$ cat config.mk
export PLATFORM = sky130hd
export DESIGN_NAME = sram_controller
export DESIGN_NICKNAME = d
export VERILOG_FILES = /design/src/rtl/sram_controller.sv
export SDC_FILE = /design/constraint.sdc
export NUM_CORES = 1
export LEC_CHECK = 0
export ABC_AREA = 1
export BUFFER_PORTS_ARGS = -buffer_cell sky130_fd_sc_hd__buf_2
export CAP_MARGIN = 25
export CORE_UTILIZATION = 49
export CTS_BUF_LIST = sky130_fd_sc_hd__clkbuf_16
export DETAILED_ROUTE_END_ITERATION = 8
export GPL_TIMING_DRIVEN = 0
export PLACE_DENSITY = 0.8
export SYNTH_ARGS = -nofsm -noshare
export SYNTH_HDL_FRONTEND = slang
export SYNTH_SLANG_ARGS = --single-unit
$ cat constraint.sdc
create_clock -name clk -period 1.95 [get_ports clk]
set_input_delay 0.2925 -clock clk [delete_from_list [all_inputs] [get_ports clk]]
set_output_delay 0.2925 -clock clk [all_outputs]
set_load 0.05 [all_outputs]
$ cat src/rtl/sram_controller.sv
// Bridges a 32-bit MEM-stage load/store onto a 16-bit asynchronous SRAM as two
// halfword phases (low then high), freezing the pipeline via ready meanwhile.
module sram_controller #(
    parameter int unsigned WAIT_CYCLES = 2
) (
    input  logic        clk,
    input  logic        rst,
    input  logic        wr_en,
    input  logic        rd_en,
    input  logic [31:0] address,
    input  logic [31:0] write_data,
    output logic [31:0] read_data,
    output logic        ready,
    output logic [17:0] sram_addr,
    output logic [15:0] sram_dq_out,
    input  logic [15:0] sram_dq_in,
    output logic        sram_dq_oe,
    output logic        sram_we_n
);

    typedef enum logic [1:0] {
        IDLE = 2'd0,
        LOW  = 2'd1,
        HIGH = 2'd2,
        DONE = 2'd3
    } state_t;

    localparam logic [3:0] LAST_CNT = 4'(WAIT_CYCLES - 1);

    state_t      state_q, state_d;
    logic [3:0]  cnt_q, cnt_d;
    logic [16:0] idx_q, idx_d;
    logic [31:0] data_q, data_d;
    logic        is_wr_q, is_wr_d;
    logic [31:0] rdata_q, rdata_d;

    logic        req;
    logic [16:0] req_idx;
    logic        unused_addr_bits;

    // Data memory starts at byte 1024; the halfword pair for a word sits at
    // {index,0}/{index,1}. Subtracting 256 from the word address is the same
    // as (address - 1024) >> 2 truncated to 17 bits.
    assign req_idx          = address[18:2] - 17'd256;
    assign unused_addr_bits = ^{address[31:19], address[1:0]};
    assign req              = wr_en | rd_en;
    assign read_data        = rdata_q;

    always_ff @(posedge clk) begin
        if (!rst) begin
            state_q <= IDLE;
            cnt_q   <= 4'd0;
            idx_q   <= 17'd0;
            data_q  <= 32'd0;
            is_wr_q <= 1'b0;
            rdata_q <= 32'd0;
        end else begin
            state_q <= state_d;
            cnt_q   <= cnt_d;
            idx_q   <= idx_d;
            data_q  <= data_d;
            is_wr_q <= is_wr_d;
            rdata_q <= rdata_d;
        end
    end

    // Handshake: ready is high when the controller can retire the current MEM
    // access this cycle (idle with no request, or DONE). A request seen in
    // IDLE is captured immediately; inputs are ignored until the next IDLE.
    always_comb begin
        state_d     = state_q;
        cnt_d       = cnt_q;
        idx_d       = idx_q;
        data_d      = data_q;
        is_wr_d     = is_wr_q;
        rdata_d     = rdata_q;
        ready       = 1'b0;
        sram_addr   = 18'd0;
        sram_dq_out = 16'd0;
        sram_dq_oe  = 1'b0;
        sram_we_n   = 1'b1;

        case (state_q)
            IDLE: begin
                ready = ~req;
                if (req) begin
                    state_d = LOW;
                    cnt_d   = 4'd0;
                    idx_d   = req_idx;
                    data_d  = write_data;
                    is_wr_d = wr_en;
                end
            end
            LOW: begin
                sram_addr = {idx_q, 1'b0};
                if (is_wr_q) begin
                    sram_we_n   = 1'b0;
                    sram_dq_oe  = 1'b1;
                    sram_dq_out = data_q[15:0];
                end
                if (cnt_q == LAST_CNT) begin
                    state_d = HIGH;
                    cnt_d   = 4'd0;
                    if (!is_wr_q) rdata_d[15:0] = sram_dq_in;
                end else begin
                    cnt_d = cnt_q + 4'd1;
                end
            end
            HIGH: begin
                sram_addr = {idx_q, 1'b1};
                if (is_wr_q) begin
                    sram_we_n   = 1'b0;
                    sram_dq_oe  = 1'b1;
                    sram_dq_out = data_q[31:16];
                end
                if (cnt_q == LAST_CNT) begin
                    state_d = DONE;
                    cnt_d   = 4'd0;
                    if (!is_wr_q) rdata_d[31:16] = sram_dq_in;
                end else begin
                    cnt_d = cnt_q + 4'd1;
                end
            end
            DONE: begin
                ready   = 1'b1;
                state_d = IDLE;
            end
            default: begin
                state_d = IDLE;
            end
        endcase
    end

endmodule

== Word level (Yosys, flattened, before mapping) ==
Index checks and enable logic that the tools add are counted.
W data, S select, Z words.

* Register bits after elaboration: 88
* Latch bits: 0
* RAM bits: 0
* Memory bits (read-only): 0
* Input bits: 84
* Output and inout bits: 69
* Logic and storage cells: 43
* Memories kept: 0

* $add $sub $neg: 2
* Multiply operators: 0
* Divide/modulo/power cells: 0
* $lt $le $gt $ge: 0
* Equal/unequal tests: 7
* Shift-type cells: 0
* Muxes and demuxes: 16
* Bitwise gates (word level): 3
* Reduce and logical (&&, ||, !) cells: 8

{| class="wikitable"
|+ Operators with widths
! kind !! number
|-
| $pmux W18 S2 || 1
|-
| $mux W16 || 2
|-
| $pmux W16 S2 || 1
|-
| $sub A17 B9 Y17 const B || 1
|-
| $reduce_and A3 Y1 || 3
|-
| $mux W4 || 2
|-
| $pmux W2 S4 || 1
|-
| $pmux W4 S2 || 1
|-
| $mux W2 || 3
|-
| $ne A2 B2 Y1 const B || 3
|-
| $add A4 B1 Y4 const B || 1
|-
| $eq A2 B2 Y1 const B || 2
|-
| $eq A4 B1 Y1 const B || 1
|-
| $mux W1 || 4
|-
| $reduce_and A2 Y1 || 2
|-
| $eq A2 B1 Y1 const B || 1
|-
| $logic_not A2 Y1 || 1
|-
| $not A1 Y1 || 2
|-
| $pmux W1 S2 || 1
|-
| $reduce_bool A2 Y1 || 1
|-
| $reduce_or A2 Y1 || 1
|-
| $or A1 B1 Y1 || 1
|}

== Longest topological paths before layout ==
* Depth after elaboration: 4
* Depth in mapped cells: 9
* Depth with buffers taken out: 9

== Worst setup path before layout ==
OpenSTA, ideal clock, no wires.

* Path kind: flip-flop to output port
* Start point: reg state_q[1]
* End point: out sram_dq_out[10]
* Arrival time: 2.011 ns
* Data required time: 1.657 ns
* Path slack: -0.354 ns
* Cell stages (with the launch flop): 7
* Path buffers: 2
* Path through: dfxtp_1 -> inv_1 -> ha_1 -> clkbuf_2 -> nand2_2 -> buf_2 -> a21oi_1

* Longest elaborated chain between the ends: 2
* Elaborated cells between the ends (all ways): 3
* Classes of those cells: eq/ne: 2; mux: 1

{| class="wikitable"
|+ RTL lines
! element !! RTL line !! text
|-
| start: declaration || 30 || <nowiki>state_t state_q, state_d;</nowiki>
|-
| start signal: assignment || 58 || <nowiki>state_q <= state_d;</nowiki>
|-
| $eq A2 B2 Y1 or $eq A2 B1 Y1 (tied branches) || 83 || <nowiki>case (state_q)</nowiki>
|-
| $pmux W16 S2 (*) || 83 ||
|-
| end: declaration || 15 || <nowiki>output logic [15:0] sram_dq_out,</nowiki>
|}

Every way passes the cells marked *; elsewhere a longest branch is shown, timed or not.

== Worst setup path in the final report ==
* Start point: reg state_q[0]
* End point: out sram_addr[5]

* Longest elaborated chain between the ends: 2
* Elaborated cells between the ends (all ways): 3
* Classes of those cells: eq/ne: 2; mux: 1

{| class="wikitable"
|+ RTL lines
! element !! RTL line !! text
|-
| $eq A2 B2 Y1 or $eq A2 B1 Y1 (tied branches) || 83 ||
|-
| $pmux W18 S2 (*) || 83 ||
|-
| end: declaration || 14 || <nowiki>output logic [17:0] sram_addr,</nowiki>
|}

Marks and branches as above.

==> flow_metrics.tcl <==
set metrics [dict create \
    synth_area_leaders "sky130_fd_sc_hd__dfxtp_1 (44%), sky130_fd_sc_hd__nor2_1 (9.5%), sky130_fd_sc_hd__nand2_1 (7.9%)" \
    setup.worst_path.class "reg -> out" \
    irDropWorstVdd_v 0.0007370 \
    vias_in_the_first_global_route 4263 \
    synth-seq-area-share 0.4359 \
    syn-num-nets 639 \
    worst_setup_path_start_kind "register" \
    timing.critical_path.depth 6 \
    relSlewSlack 0.6641 \
    tritoncts_num_sinks 88 \
    fin_skew_ns 0.008771 \
    antenna_violating_nets_post_route 0 \
    timing.fmax_mhz 517.5 \
    power.leakage_nw 2.500 \
    power.total_w 0.007780 \
    finalCritPeriodShare 0.9909 \
    number_of_ports_placed_on_the_die_boundary 153 \
    timing.hold.worst.class "in -> reg" \
    final.fill_count 568 \
    finalHoldViolations 0 \
    cts_root_buf "sky130_fd_sc_hd__clkbuf_16" \
    slowest_stage "sky130_fd_sc_hd__dfxtp_4" \
    status "completed" \
    crit_top_cell "sky130_fd_sc_hd__buf_6" \
    synth.avg_cell_area_um2 7.388 \
    startpoint "state_q[0]" \
    cts.htree.levels 3 \
    die_h_um 92.82 \
    vias_per_cell 5.445 \
    power_per_cell_area_nw_per_um2 1330 \
    ff2ff_path_depth 8 \
    grt_overflow 0 \
    post_route_drc_violation_count 0 \
    critical_path_peak_fanout 5 \
    met3WireLength_um 872 \
    timing.critical_path.buf_inv 3 \
    synth_top_cell_by_area "sky130_fd_sc_hd__dfxtp_1" \
    routed_wl_per_cell_um 15.36 \
    cts_hold_buffers 0 \
    crit_required_ns 1.66 \
    fraction_of_post_synthesis_cell_area_in_the_top_cell_type_by_area 0.4359 \
    maxCapViolations 0 \
    met2WireLength_mm 6.164 \
    setup_viol_count_final 0 \
    grt_start_max_net_pins 16 \
    clk_latency_ns 0.34 \
    layout.nets 799 \
    finalWorstPathRequiredPeriod_ns 1.932 \
    grt_use_total 0.2854 \
    drt_wl_total_mm 12.52 \
    synth_enable_flop_cells 0 \
    yosysUniqueCellTypes 28 \
    layout_cell_share_with_drive_strength_beyond_1 0.3694 \
    grt_first_pass_wirelength_mm 19.51 \
    floorplan.initialDensity 0.5150 \
    timing.critical_path.cells "buf_6 > ha_4 > o21ai_4 > buf_6 > nor2_2 > buf_6" \
    hold_start "write_data[15]" \
    clock_tree_from_tritoncts "built" \
    crit_reg_reg_startpoint "state_q[0]" \
    synth.ff_latch_count 88 \
    wl_met1_mm 5.026 \
    via_count 4438 \
    synth_flop_cell "sky130_fd_sc_hd__dfxtp_1" \
    drtIter0Drc 230 \
    synth_async_sr_flop_share 0 \
    die_width_um 92.82 \
    synth_cells 547 \
    area_growth_pct 44.74 \
    number_of_antenna_violations_at_the_first_check_in_global_routing 0 \
    arrival_ns 1.64 \
    final-max-slew-violation-count 0 \
    gp_congestion 0.9571 \
    setup.worst_path.end_class "output pin" \
    critical_path.top_delay_family "buffers and inverters" \
    clk_pin_slew_ns 0.07 \
    max_slew.worst_pin.slew_ns 0.5039 \
    top_layer_used "met4" \
    hold_path_depth 3 \
    die_area_um2 8615 \
    dr.pass1.iters 5 \
    max_stage_delay_ns 0.36 \
    num_rows 32 \
    num_cts_buffers 9 \
    final_hold_slack_ns 0.2085 \
    place.port_buffers 137 \
    fp.coreArea_um2 7848 \
    hpwl_mm 8.036 \
    clockBufferDepth 2 \
    rsz0062_at_grt "true" \
    synth_warnings 0 \
    synthesis.area_um2 4041 \
]
[path summary, 6_finish.rpt]
| kind | endpoint | slack (ns) |
|---|---|---|
| setup reg to reg | state_q[1] | 0.42 |
| hold / removal | data_q[15] | 0.21 |
| setup / recovery | sram_addr[5] | 0.02 |
| hold reg to reg | read_data[7] | 0.46 |
[per-stage QoR]
step / cell area, µm² / cells / worst slack (ns) / setup TNS (ns) / util
floorplan: 4090 / 547 / -0.1079 / -2.330 / -
global placement: 4903 / 786 / -0.05531 / -0.4023 / 0.6248
detailed placement: 4903 / 786 / -0.08542 / -1.010 / 0.6248
CTS: 5784 / 816 / -0.02649 / -0.4270 / 0.7371
global route: 5847 / 814 / -0.01706 / -0.2089 / 0.7451
finish: 5849 / 815 / 0.01781 / 0 / 0.7454
[kinds of logic (layout without fill, tap and decap cells)]
kind of cell,count (synthesis),count (layout),synth area share
AOI/OAI and AO/OA,120,120,0.1588
xor gates and xnor gates,1,1,0.002168
adders and majority gates,8,8,0.02477
buffers and inverters,82,247,0.1034
DFF,88,88,0.4359
other,0,1,0
and+or+nand+nor,248,248,0.2749
[flip-flops by register name, indices dropped and copies added (netlist names)]
name       flops
data_q        32
read_data     32
idx_q         17
state_q        2
is_wr_q        1
cnt_q          4
[worst reg2reg max path, cell delays in order, from the launching register on]
cell,delay [ns]
sky130_fd_sc_hd__dfxtp_4,0.36
sky130_fd_sc_hd__buf_6,0.12
sky130_fd_sc_hd__ha_4,0.19
sky130_fd_sc_hd__buf_4,0.16
sky130_fd_sc_hd__o21ai_0,0.21
sky130_fd_sc_hd__nand2_1,0.14
sky130_fd_sc_hd__nand2_1,0.08
sky130_fd_sc_hd__nand2_1,0.06
sky130_fd_sc_hd__nor2_1,0.12
[synth_stat cells (2+ instances only)]
| master | count |
|---|---|
| sky130_fd_sc_hd__ha_1 | 8 |
| sky130_fd_sc_hd__nand4_1 | 34 |
| sky130_fd_sc_hd__clkbuf_4 | 2 |
| sky130_fd_sc_hd__o21ai_0 | 50 |
| sky130_fd_sc_hd__clkbuf_1 | 9 |
| sky130_fd_sc_hd__nor2_1 | 102 |
| sky130_fd_sc_hd__buf_6 | 4 |
| sky130_fd_sc_hd__nand2_2 | 12 |
| sky130_fd_sc_hd__nand3_4 | 3 |
| sky130_fd_sc_hd__buf_4 | 4 |
| sky130_fd_sc_hd__buf_2 | 11 |
| sky130_fd_sc_hd__nand3_1 | 10 |
| sky130_fd_sc_hd__buf_1 | 2 |
| sky130_fd_sc_hd__a21oi_2 | 10 |
| sky130_fd_sc_hd__nand2_1 | 85 |
| sky130_fd_sc_hd__clkbuf_8 | 2 |
| sky130_fd_sc_hd__a21oi_1 | 58 |
| sky130_fd_sc_hd__dfxtp_1 | 88 |
| sky130_fd_sc_hd__clkbuf_2 | 2 |
| sky130_fd_sc_hd__inv_1 | 39 |
| sky130_fd_sc_hd__inv_2 | 5 |
[report_power, final]
part           internal, W  leakage (nW)  switching [W]
sequential         0.00224         0.724       0.000243
combinational      0.00126          1.63        0.00234
clock             0.000993         0.145       0.000709
total              0.00449          2.50        0.00329
[what timing repair did]
item | CTS | global route
buffers inserted | 12 | 1
pin swaps | 2 | 2
gates resized for setup | 131 | 21
endpoints found under the setup margin | 36 | 35
gates cloned | 2 | 0
[final cells by class]
type                            count  area, µm²  area share
Tap cell                          102      127.6     0.02182
Sequential cell                    88       1769      0.3025
Antenna cell                        1      2.502   0.0004278
Inverter                           45      178.9     0.03059
Multi-Input combinational cell    377       2141      0.3660
Clock inverter                      7      71.32     0.01219
Buffer                             34      267.8     0.04578
Clock buffer                        9      225.2     0.03850
Timing Repair Buffer              152       1066      0.1822
[cells in the final DEF, fill, tap and decap left out, types with 5 or more instances in the layout]
cell and n:
sky130_fd_sc_hd__o21ai_0 50, sky130_fd_sc_hd__a21oi_1 42, sky130_fd_sc_hd__nand2_1 85, sky130_fd_sc_hd__ha_1 5
sky130_fd_sc_hd__inv_1 38, sky130_fd_sc_hd__a21oi_2 12, sky130_fd_sc_hd__nand4_1 34, sky130_fd_sc_hd__clkbuf_16 9
sky130_fd_sc_hd__nand2_2 11, sky130_fd_sc_hd__a21oi_4 14, sky130_fd_sc_hd__buf_2 107, sky130_fd_sc_hd__dfxtp_1 86
sky130_fd_sc_hd__nand3_1 10, sky130_fd_sc_hd__buf_4 11, sky130_fd_sc_hd__inv_2 5, sky130_fd_sc_hd__buf_6 47
sky130_fd_sc_hd__clkbuf_1 9, sky130_fd_sc_hd__nor2_2 16, sky130_fd_sc_hd__nor2_1 84
[per-layer routing]
metal / vias to the layer above / global-route usage
li1: 2118 / -
met1: 2040 / 0.3332
met2: 232 / 0.4853
met3: 48 / 0.05665
met4: 0 / 0.1615
met5: - / 0
(Power assumes the default switching activity.)
